File: src/rtl/simmem_release_scheduler.sv
// Per-ID release timing for the simulated memory response bank: gates which IDs the
// bank may release, enforcing an arrival latency, a per-ID gap and round-robin fairness.
module simmem_release_scheduler #(
  parameter int unsigned IDWidth      = 4,
  parameter int unsigned DelayWidth   = 8,
  parameter int unsigned ArrivalDelay = 10,
  parameter int unsigned GapDelay     = 2,
  parameter int unsigned MaxPending   = 7
) (
  input  logic                       clk_i,
  input  logic                       rst_ni,
  input  logic                       enq_valid_i,
  input  logic [IDWidth-1:0]         enq_id_i,
  output logic                       enq_ready_o,
  input  logic [(1<<IDWidth)-1:0]    released_onehot_i,
  output logic [(1<<IDWidth)-1:0]    release_en_o,
  output logic                       idle_o
);

  localparam int unsigned NumIds   = 1 << IDWidth;
  localparam int unsigned CntWidth = $clog2(MaxPending + 1);

  localparam logic [1:0] StIdle = 2'd0;
  localparam logic [1:0] StWait = 2'd1;
  localparam logic [1:0] StElig = 2'd2;

  localparam logic [CntWidth-1:0]   MaxCnt      = CntWidth'(MaxPending);
  localparam logic [CntWidth-1:0]   CntOne      = CntWidth'(1);
  localparam logic [DelayWidth-1:0] TimerOne    = DelayWidth'(1);
  // The cycle that loads the timer counts as the first delay cycle, hence the -1.
  localparam logic [DelayWidth-1:0] ArrivalLoad = DelayWidth'(ArrivalDelay - 1);
  localparam logic [DelayWidth-1:0] GapLoad     = DelayWidth'(GapDelay);

  logic [1:0]            state_q [NumIds];
  logic [1:0]            state_d [NumIds];
  logic [CntWidth-1:0]   pend_q  [NumIds];
  logic [CntWidth-1:0]   pend_d  [NumIds];
  logic [DelayWidth-1:0] timer_q [NumIds];
  logic [DelayWidth-1:0] timer_d [NumIds];
  logic [IDWidth-1:0]    rr_q;
  logic [IDWidth-1:0]    rr_d;

  logic                  enq_hs;
  logic [NumIds-1:0]     enq_sel;
  logic [NumIds-1:0]     elig_vec;
  logic [NumIds-1:0]     rel_acc;
  logic [NumIds-1:0]     upper_mask;
  logic [NumIds-1:0]     elig_upper;

  assign enq_ready_o = (pend_q[enq_id_i] != MaxCnt);
  assign enq_hs      = enq_valid_i && enq_ready_o;
  assign rel_acc     = released_onehot_i & elig_vec;
  assign elig_upper  = elig_vec & upper_mask;

  always_comb begin
    enq_sel    = '0;
    elig_vec   = '0;
    upper_mask = '0;
    idle_o     = 1'b1;
    for (int k = 0; k < NumIds; k++) begin
      enq_sel[k]    = enq_hs && (enq_id_i == IDWidth'(k));
      elig_vec[k]   = (state_q[k] == StElig);
      upper_mask[k] = (IDWidth'(k) >= rr_q);
      if (state_q[k] != StIdle) begin
        idle_o = 1'b0;
      end
    end
  end

  // Prefer eligible IDs at or above the pointer; fall back to all of them on wrap.
  assign release_en_o = (elig_upper != '0) ? elig_upper : elig_vec;

  always_comb begin
    rr_d = rr_q;
    for (int k = 0; k < NumIds; k++) begin
      if (rel_acc[k]) begin
        rr_d = IDWidth'(k + 1);
      end
    end
  end

  always_comb begin
    for (int k = 0; k < NumIds; k++) begin
      state_d[k] = state_q[k];
      pend_d[k]  = pend_q[k];
      timer_d[k] = timer_q[k];
      if (rel_acc[k]) begin
        // A same-cycle accepted enqueue replaces the released message: no change at all.
        if (!enq_sel[k]) begin
          if (pend_q[k] == CntOne) begin
            state_d[k] = StIdle;
            pend_d[k]  = '0;
            timer_d[k] = '0;
          end else begin
            pend_d[k] = pend_q[k] - CntOne;
            if (GapDelay != 0) begin
              state_d[k] = StWait;
              timer_d[k] = GapLoad;
            end
          end
        end
      end else begin
        case (state_q[k])
          StIdle: begin
            if (enq_sel[k]) begin
              pend_d[k] = CntOne;
              if (ArrivalDelay <= 1) begin
                state_d[k] = StElig;
              end else begin
                state_d[k] = StWait;
                timer_d[k] = ArrivalLoad;
              end
            end
          end
          StWait: begin
            if (enq_sel[k]) begin
              pend_d[k] = pend_q[k] + CntOne;
            end
            if (timer_q[k] <= TimerOne) begin
              state_d[k] = StElig;
              timer_d[k] = '0;
            end else begin
              timer_d[k] = timer_q[k] - TimerOne;
            end
          end
          StElig: begin
            if (enq_sel[k]) begin
              pend_d[k] = pend_q[k] + CntOne;
            end
          end
          default: begin
            state_d[k] = StIdle;
            pend_d[k]  = '0;
            timer_d[k] = '0;
          end
        endcase
      end
    end
  end

  always_ff @(posedge clk_i or negedge rst_ni) begin
    if (!rst_ni) begin
      rr_q <= '0;
      for (int k = 0; k < NumIds; k++) begin
        state_q[k] <= StIdle;
        pend_q[k]  <= '0;
        timer_q[k] <= '0;
      end
    end else begin
      rr_q <= rr_d;
      for (int k = 0; k < NumIds; k++) begin
        state_q[k] <= state_d[k];
        pend_q[k]  <= pend_d[k];
        timer_q[k] <= timer_d[k];
      end
    end
  end

  // The bank may only release IDs it was allowed to, and at most one per cycle.
  a_rel_onehot0 : assert property (@(posedge clk_i) disable iff (!rst_ni)
    $onehot0(released_onehot_i));
  a_rel_only_elig : assert property (@(posedge clk_i) disable iff (!rst_ni)
    ((released_onehot_i & ~elig_vec) == '0));

endmodule

File: config.mk
export PLATFORM = sky130hd
export DESIGN_NAME = simmem_release_scheduler
export DESIGN_NICKNAME = d
export VERILOG_FILES = /design/src/rtl/simmem_release_scheduler.sv
export SDC_FILE = /design/constraint.sdc
export NUM_CORES = 1
export LEC_CHECK = 0
export CAP_MARGIN = 40
export CORE_ASPECT_RATIO = 1.25
export CORE_MARGIN = 2
export CORE_UTILIZATION = 57
export CTS_CLUSTER_DIAMETER = 80
export DETAILED_ROUTE_END_ITERATION = 10
export HOLD_SLACK_MARGIN = 0.08
export PLACE_DENSITY = 0.77
export SYNTH_ARGS = -nofsm -noshare
export SYNTH_HDL_FRONTEND = slang
export SYNTH_SLANG_ARGS = --single-unit
File: constraint.sdc
create_clock -name clk_i -period 2.8 [get_ports clk_i]
set_input_delay 0.56 -clock clk_i [delete_from_list [all_inputs] [get_ports clk_i]]
set_output_delay 0.56 -clock clk_i [all_outputs]
set_load 0.01 [all_outputs]
Yosys cells after proc, flatten, opt, wreduce, memory -nomap -nowiden. Cells that the tools add are included.

Order comparisons: 33. Reductions and logical operators: 116. Bitwise gates (word level): 3. Equal/unequal tests: 144. Add/sub/neg operators: 48. Muxes and demuxes: 324.

Operators with widths (number): 2-to-1 mux 8 bit (64); one-hot mux 8 bit (3 select lines) (16); 2-to-1 mux 3 bit (82); 2-to-1 mux 2 bit (80); <= comparator 8 x 1 -> 1 bit (second input constant) (16); subtractor 8 x 1 -> 8 bit (second input constant) (16); inequality test 3 bit (second input constant) (33); one-hot mux 2 bit (3 select lines) (16); one-hot mux 3 bit (2 select lines) (16); AND reduction 3 bit (32); 2-to-1 mux 4 bit (16); AND reduction 4 bit (16); adder 3 x 1 -> 3 bit (second input constant) (16); equality test 3 x 1 -> 1 bit (second input constant) (16); inequality test 3 x 1 -> 1 bit (second input constant) (16); subtractor 3 x 1 -> 3 bit (second input constant) (16); bitwise AND 16 bit (2); equality test 2 x 1 -> 1 bit (second input constant) (16); equality test 2 bit (second input constant) (16); equality test 4 bit (second input constant) (8); >= comparator 4 bit (first input constant) (8); zero test 2 bit (16); 2-to-1 mux 1 bit (32); inequality test 2 x 1 -> 1 bit (second input constant) (16); other kinds (16) (87).

Input bits: 23. Logic and storage cells: 717. Output and inout bits: 18. Register bits: 212.

Logic depth before layout (Yosys ltp). Gate-level depths: netlist of run 1.

Depth after elaboration: 18. Depth in mapped cells: 15. Depth with buffers taken out: 10.

Worst setup path after synthesis of run 1. No wires, ideal clock.

Path kind: input port to flip-flop. From: input port enq_id_i[0]. To: register timer_q[95] (netlist name). Setup time: 110 ps. Buffers on the path: 4. Arrival: 2875 ps. Stages on the path: 13. Path slack: -185 ps. Cell sequence: buf_6 > buf_6 > mux4_2 > nand2_1 > nand4_1 > and3_1 > buf_4 > clkinv_4 > buf_8 > nand2_4 > a211o_1 > or2_1 > o41ai_1.

Cells in the longest elaborated chain, start to end: 9. Elaborated cells on any way between the ends: 11. Classes of those cells: eq/ne: 4; mux: 3; bitwise: 1; reduce/logical: 3.

Ends and longest elaborated chain: start, declared (line 13) `input logic [IDWidth-1:0] enq_id_i,`; inverter 4 -> 5 bit (not written as such) (line 50) `assign enq_ready_o = (pend_q[enq_id_i] != MaxCnt);`; binary-select mux 3 bit (select 4 bit) (line 50); 2-to-1 mux 3 bit (not written as such) (2 in a row) (line 50); inequality test 3 bit (line 50); logical AND 1 bit (line 51) `assign enq_hs = enq_valid_i && enq_ready_o;`; logical AND 1 bit (*) (line 61) `enq_sel[k] = enq_hs && (enq_id_i == IDWidth'(k));`; inequality test 3 bit (no source line) or inequality test 2 bit (tied branches); AND reduction 3 bit (no source line) (*); end signal, assigned by index (line 154) `timer_q[k] <= timer_d[k];`; end, declared (line 38) `logic [DelayWidth-1:0] timer_q [NumIds];`.

Mark *: on every way between the ends. The rest lies on a longest branch, timed or not. The select of a mux whose other input is x is not followed. A chain may end at the register's enable or synchronous reset.

Worst setup path in the final report of run 1.
From: register rr_q[2]. To: output port release_en_o[2].

Cells in the longest elaborated chain, start to end: 4. Elaborated cells on any way between the ends: 19. Classes of those cells: order compare: 16; mux: 1; bitwise: 1; reduce/logical: 1.

Ends and longest elaborated chain: start, declared (line 40) `logic [IDWidth-1:0] rr_q;`; start signal, assigned (line 150) `rr_q <= rr_d;`; >= comparator 1 x 4 -> 1 bit (tied with other cells) (line 63) `upper_mask[k] = (IDWidth'(k) >= rr_q);`; bitwise AND 16 bit (*) (line 53) `assign elig_upper = elig_vec & upper_mask;`; nonzero test 16 bit (line 71) `assign release_en_o = (elig_upper != '0) ? elig_upper : elig_vec;`; 2-to-1 mux 16 bit (*) (line 71); end, declared (line 16) `output logic [(1<<IDWidth)-1:0] release_en_o,`.

Mark *: on every way between the ends. The rest lies on a longest branch, timed or not.

==> reports/qor.yml, run 1 <==
final_layout:
  area_delta_synth_final_pct: 28.9
  post_route_cells_drive_above_1_share: 0.231
  postLayoutCellArea_sq_um: 19300
  post-route-util: 0.746
  number_of_nets_in_the_layout: 2273
  nFillCells: 1825
route:
  route.detailed.drc: 0
  totalWireLength_microns: 46300
  dr.first_iter.drc_count: 1283
  num_vias: 15504
  drtAntennaViolNets: 0
  detail_route.first_pass.iterations: 5
  post_drt_wl_per_cell_microns: 18.8
  detail_route.vias_per_cell: 6.30
power_and_ir_drop:
  power.share.combinational: 0.646
  static-leakage-power_nw: 9.10
  power.share.clock: 0.133
  power_frac_seq: 0.221
  p_sw_frac: 0.471
  power_density_nw_per_um2: 1350
  p_int_mw: 13.8
  totalPowerFinal_mw: 26.2
  peakVddDrop_mv: 0.716
  switching_power_mw: 12.3
worst_setup_path:
  r2r-end: "timer_q[108]"
  crit_path_max_fanout: 6
  r2r_start: "pend_q[18]"
  max_stage_delay_ps: 420
  timing.reg2reg.setup_slack_ps: -30
  cp_num_buf_inv: 5
  start_kind: "register"
  wp_data_arrival_ps: 2880
  critical_path.endpoint: "release_en_o[2]"
  critical_path.endpoint_type: "primary output"
  critical-path-slowest-cell: "sky130_fd_sc_hd__dfrtp_2"
  worstSetupStartpoint: "rr_q[2]"
  rr_worst_depth: 14
  worst-endpoint-required_ps: 2240
  path_depth: 11
  timing.critical_path.cells: "clkbuf_2, buf_4, a21oi_2, nor3_2, o2111ai_2, nor4_2, buf_4, buf_6, a21oi_2, nor2b_1, buf_2"
  timing.critical_path.max_delay_family: "simple AND/OR/NAND/NOR gates"
  timing_worst_setup_path_type: "reg2out"
grt:
  vias_in_the_first_global_route: 14781
  maximum_number_of_pins_on_one_net_before_global_route_repair: 60
  grt.overflow.total: 0
  grt_pass1_wl_microns: 72600
  grtUsageTotal: 0.322
  number_of_antenna_violations_at_the_first_check_in_global_routing: 2
hold_path:
  class_of_the_most_critical_hold_timing_path: "reg2reg"
  min_path_cells: 1
synthesis:
  ys.warnings.count: 0
  synth_async_sr_flop_share: 1.00
  synth_common_cells: "sky130_fd_sc_hd__o21ai_0, sky130_fd_sc_hd__nor2_1, sky130_fd_sc_hd__dfrtp_1"
  netlist_instances: 1803
  synth.area.top_cells: "sky130_fd_sc_hd__dfrtp_1, sky130_fd_sc_hd__ha_1, sky130_fd_sc_hd__o21ai_0, sky130_fd_sc_hd__nor2_1, sky130_fd_sc_hd__a21oi_1"
  synthFlopType: "sky130_fd_sc_hd__dfrtp_1"
  synth.yosys.seq_area_share: 0.354
  netlist.top_cell.by_area: "sky130_fd_sc_hd__dfrtp_1"
  synth.lib_cells_used.distinct: 73
  synth_seq_cells: 212
  syn_area_sq_um: 15000
  synth.most_common_cell: "sky130_fd_sc_hd__o21ai_0"
  syn_avg_cell_area_sq_um: 8.32
  synth_enable_flop_cells: 0
  synth_top_cell_area_share: 0.354
  synth.net_count: 1977
clock_tree:
  cts.sinks: 212
  cts.htree.levels: 1
  cts_buffers: 25
  worst_skew_pair.late_latency_ps: 550
  cts_tree: "yes"
  clkTransAtPathRegs_ps: 60
  cts_buffer_depth: 3
  cts-root-buf: "sky130_fd_sc_hd__clkbuf_16"
die:
  die_outline_area_sq_um: 27600
  chipHeight_microns: 185
  io_pins: 41
  placement_rows: 66
  x_dimension_of_the_die_microns: 149
  initial_cell_density_of_the_core: 0.578
  design.core.area_sq_um: 25900
timing:
  fin_crit_period_ps: 3440
  finalHoldViolations: 0
  worst_pin_slew_ps: 759
  layout_skew_ps: 22.2
  fmaxAchievable_mhz: 291
  hold-worst-slack_ps: 482
  rsz_0062_raised_after_global_routing: "yes"
  slew-limit-headroom: 0.489
  worst_slack_ps: -639
  final_max_slew_viol_count: 0
  period_share: 1.23
  timing.final.setup_violations: 20
place:
  portBuffers: 40
  place_worst_setup_slack_ps: -972
  placedInstanceArea_sq_um: 17500
  place.gp.congestion: 1.02
  dp_hpwl_microns: 31700
run:
  timing.max_cap.violations: 0
run_status:
  status: "finished, violations left"
  failed_checks: "negative setup slack"
-- cell usage in the layout, fill, tap and decap left out, types with 26 or more instances in the layout --
cell and n:
sky130_fd_sc_hd__inv_1 129, sky130_fd_sc_hd__a31oi_1 26, sky130_fd_sc_hd__ha_1 138, sky130_fd_sc_hd__o21ai_0 212
sky130_fd_sc_hd__o31ai_1 33, sky130_fd_sc_hd__nor3_1 48, sky130_fd_sc_hd__nand2_1 118, sky130_fd_sc_hd__o21ai_1 26
sky130_fd_sc_hd__buf_4 260, sky130_fd_sc_hd__dfrtp_1 208, sky130_fd_sc_hd__a21oi_1 135, sky130_fd_sc_hd__nor2_1 217
sky130_fd_sc_hd__nand3_1 27
-- state kept, by name (all words and copies together), names as in the netlist --
name,flops
timer_q,128
rr_q,4
state_q,32
pend_q,48
-- logic make-up after synthesis --
kind of cell    share of synthesized area
flops                               0.354
simple gates                        0.183
fa+ha+maj                           0.126
mux                                0.0348
buf+inv                            0.0521
compound gates                      0.251
-- area by class of cell --
class                      count  area, sq um  area share
multi-input combinational   1394         9580       0.495
sequential                   212         5310       0.275
timing repair buffer         326         2610       0.135
clock buffer                  36          737      0.0381
inverter                     140          533      0.0276
tap                          340          425      0.0220
clock inverter                10          134     0.00692
antenna                        3         7.51    0.000388
-- layer usage --
layer  GRT usage  up-vias  wire length (microns)
met3      0.0512      234                   3370
li1            -     7089                      -
met1       0.392     7484                  18000
met2       0.546      697                  21900
met5           0        -                      0
met4       0.172        0                   3010
-- through the flow --
step	cells	TNS, ps
after floorplan	1803	-64.1
after global placement	2366	-142980
after detailed placement	2367	-152380
after CTS	2441	-4340
after global routing	2458	-10430
final	2461	-8630
-- repair_timing --
action	CTS	global route
gates cloned	2	4
hold endpoints to repair	56	0
hold buffers	1	0
pin swaps	30	38
gates resized for setup	161	107
setup buffers	25	15
setup endpoints to repair	210	102
-- power groups by stage --
| stage | Combinational [mW] | Clock, mW | Sequential (mW) |
|---|---|---|---|
| after global routing | 18.5 | 3.63 | 5.91 |
| after floorplan | 9.62 | 0 | 5.39 |
| after global placement | 14.2 | 0 | 5.61 |
| after CTS | 15.5 | 3.52 | 5.66 |
| after detailed placement | 14.7 | 0 | 5.65 |
| final | 16.9 | 3.49 | 5.78 |
-- worst min-delay path by stage --
| stage | start | to |
|---|---|---|
| 6_report | timer_q[47] | timer_q[47] |
| 5_1_grt | timer_q[119] | timer_q[119] |
| 4_1_cts | timer_q[47] | timer_q[47] |
| 3_5_place_dp | timer_q[109] | timer_q[109] |
| 3_3_place_gp | timer_q[119] | timer_q[119] |
| 2_1_floorplan | rst_ni | pend_q[0] |
Power figures use the tool's default switching activity.
==> run 2: changes to the inputs <==
--- a/config.mk
+++ b/config.mk
@@ -13,6 +13,7 @@
 export DETAILED_ROUTE_END_ITERATION = 10
 export HOLD_SLACK_MARGIN = 0.08
 export PLACE_DENSITY = 0.77
+export SLEW_MARGIN = 25
 export SYNTH_ARGS = -nofsm -noshare
 export SYNTH_HDL_FRONTEND = slang
 export SYNTH_SLANG_ARGS = --single-unit
==> results of run 2 <==
Same layout as run 1: the final DEF is identical, and so are final timing and power.
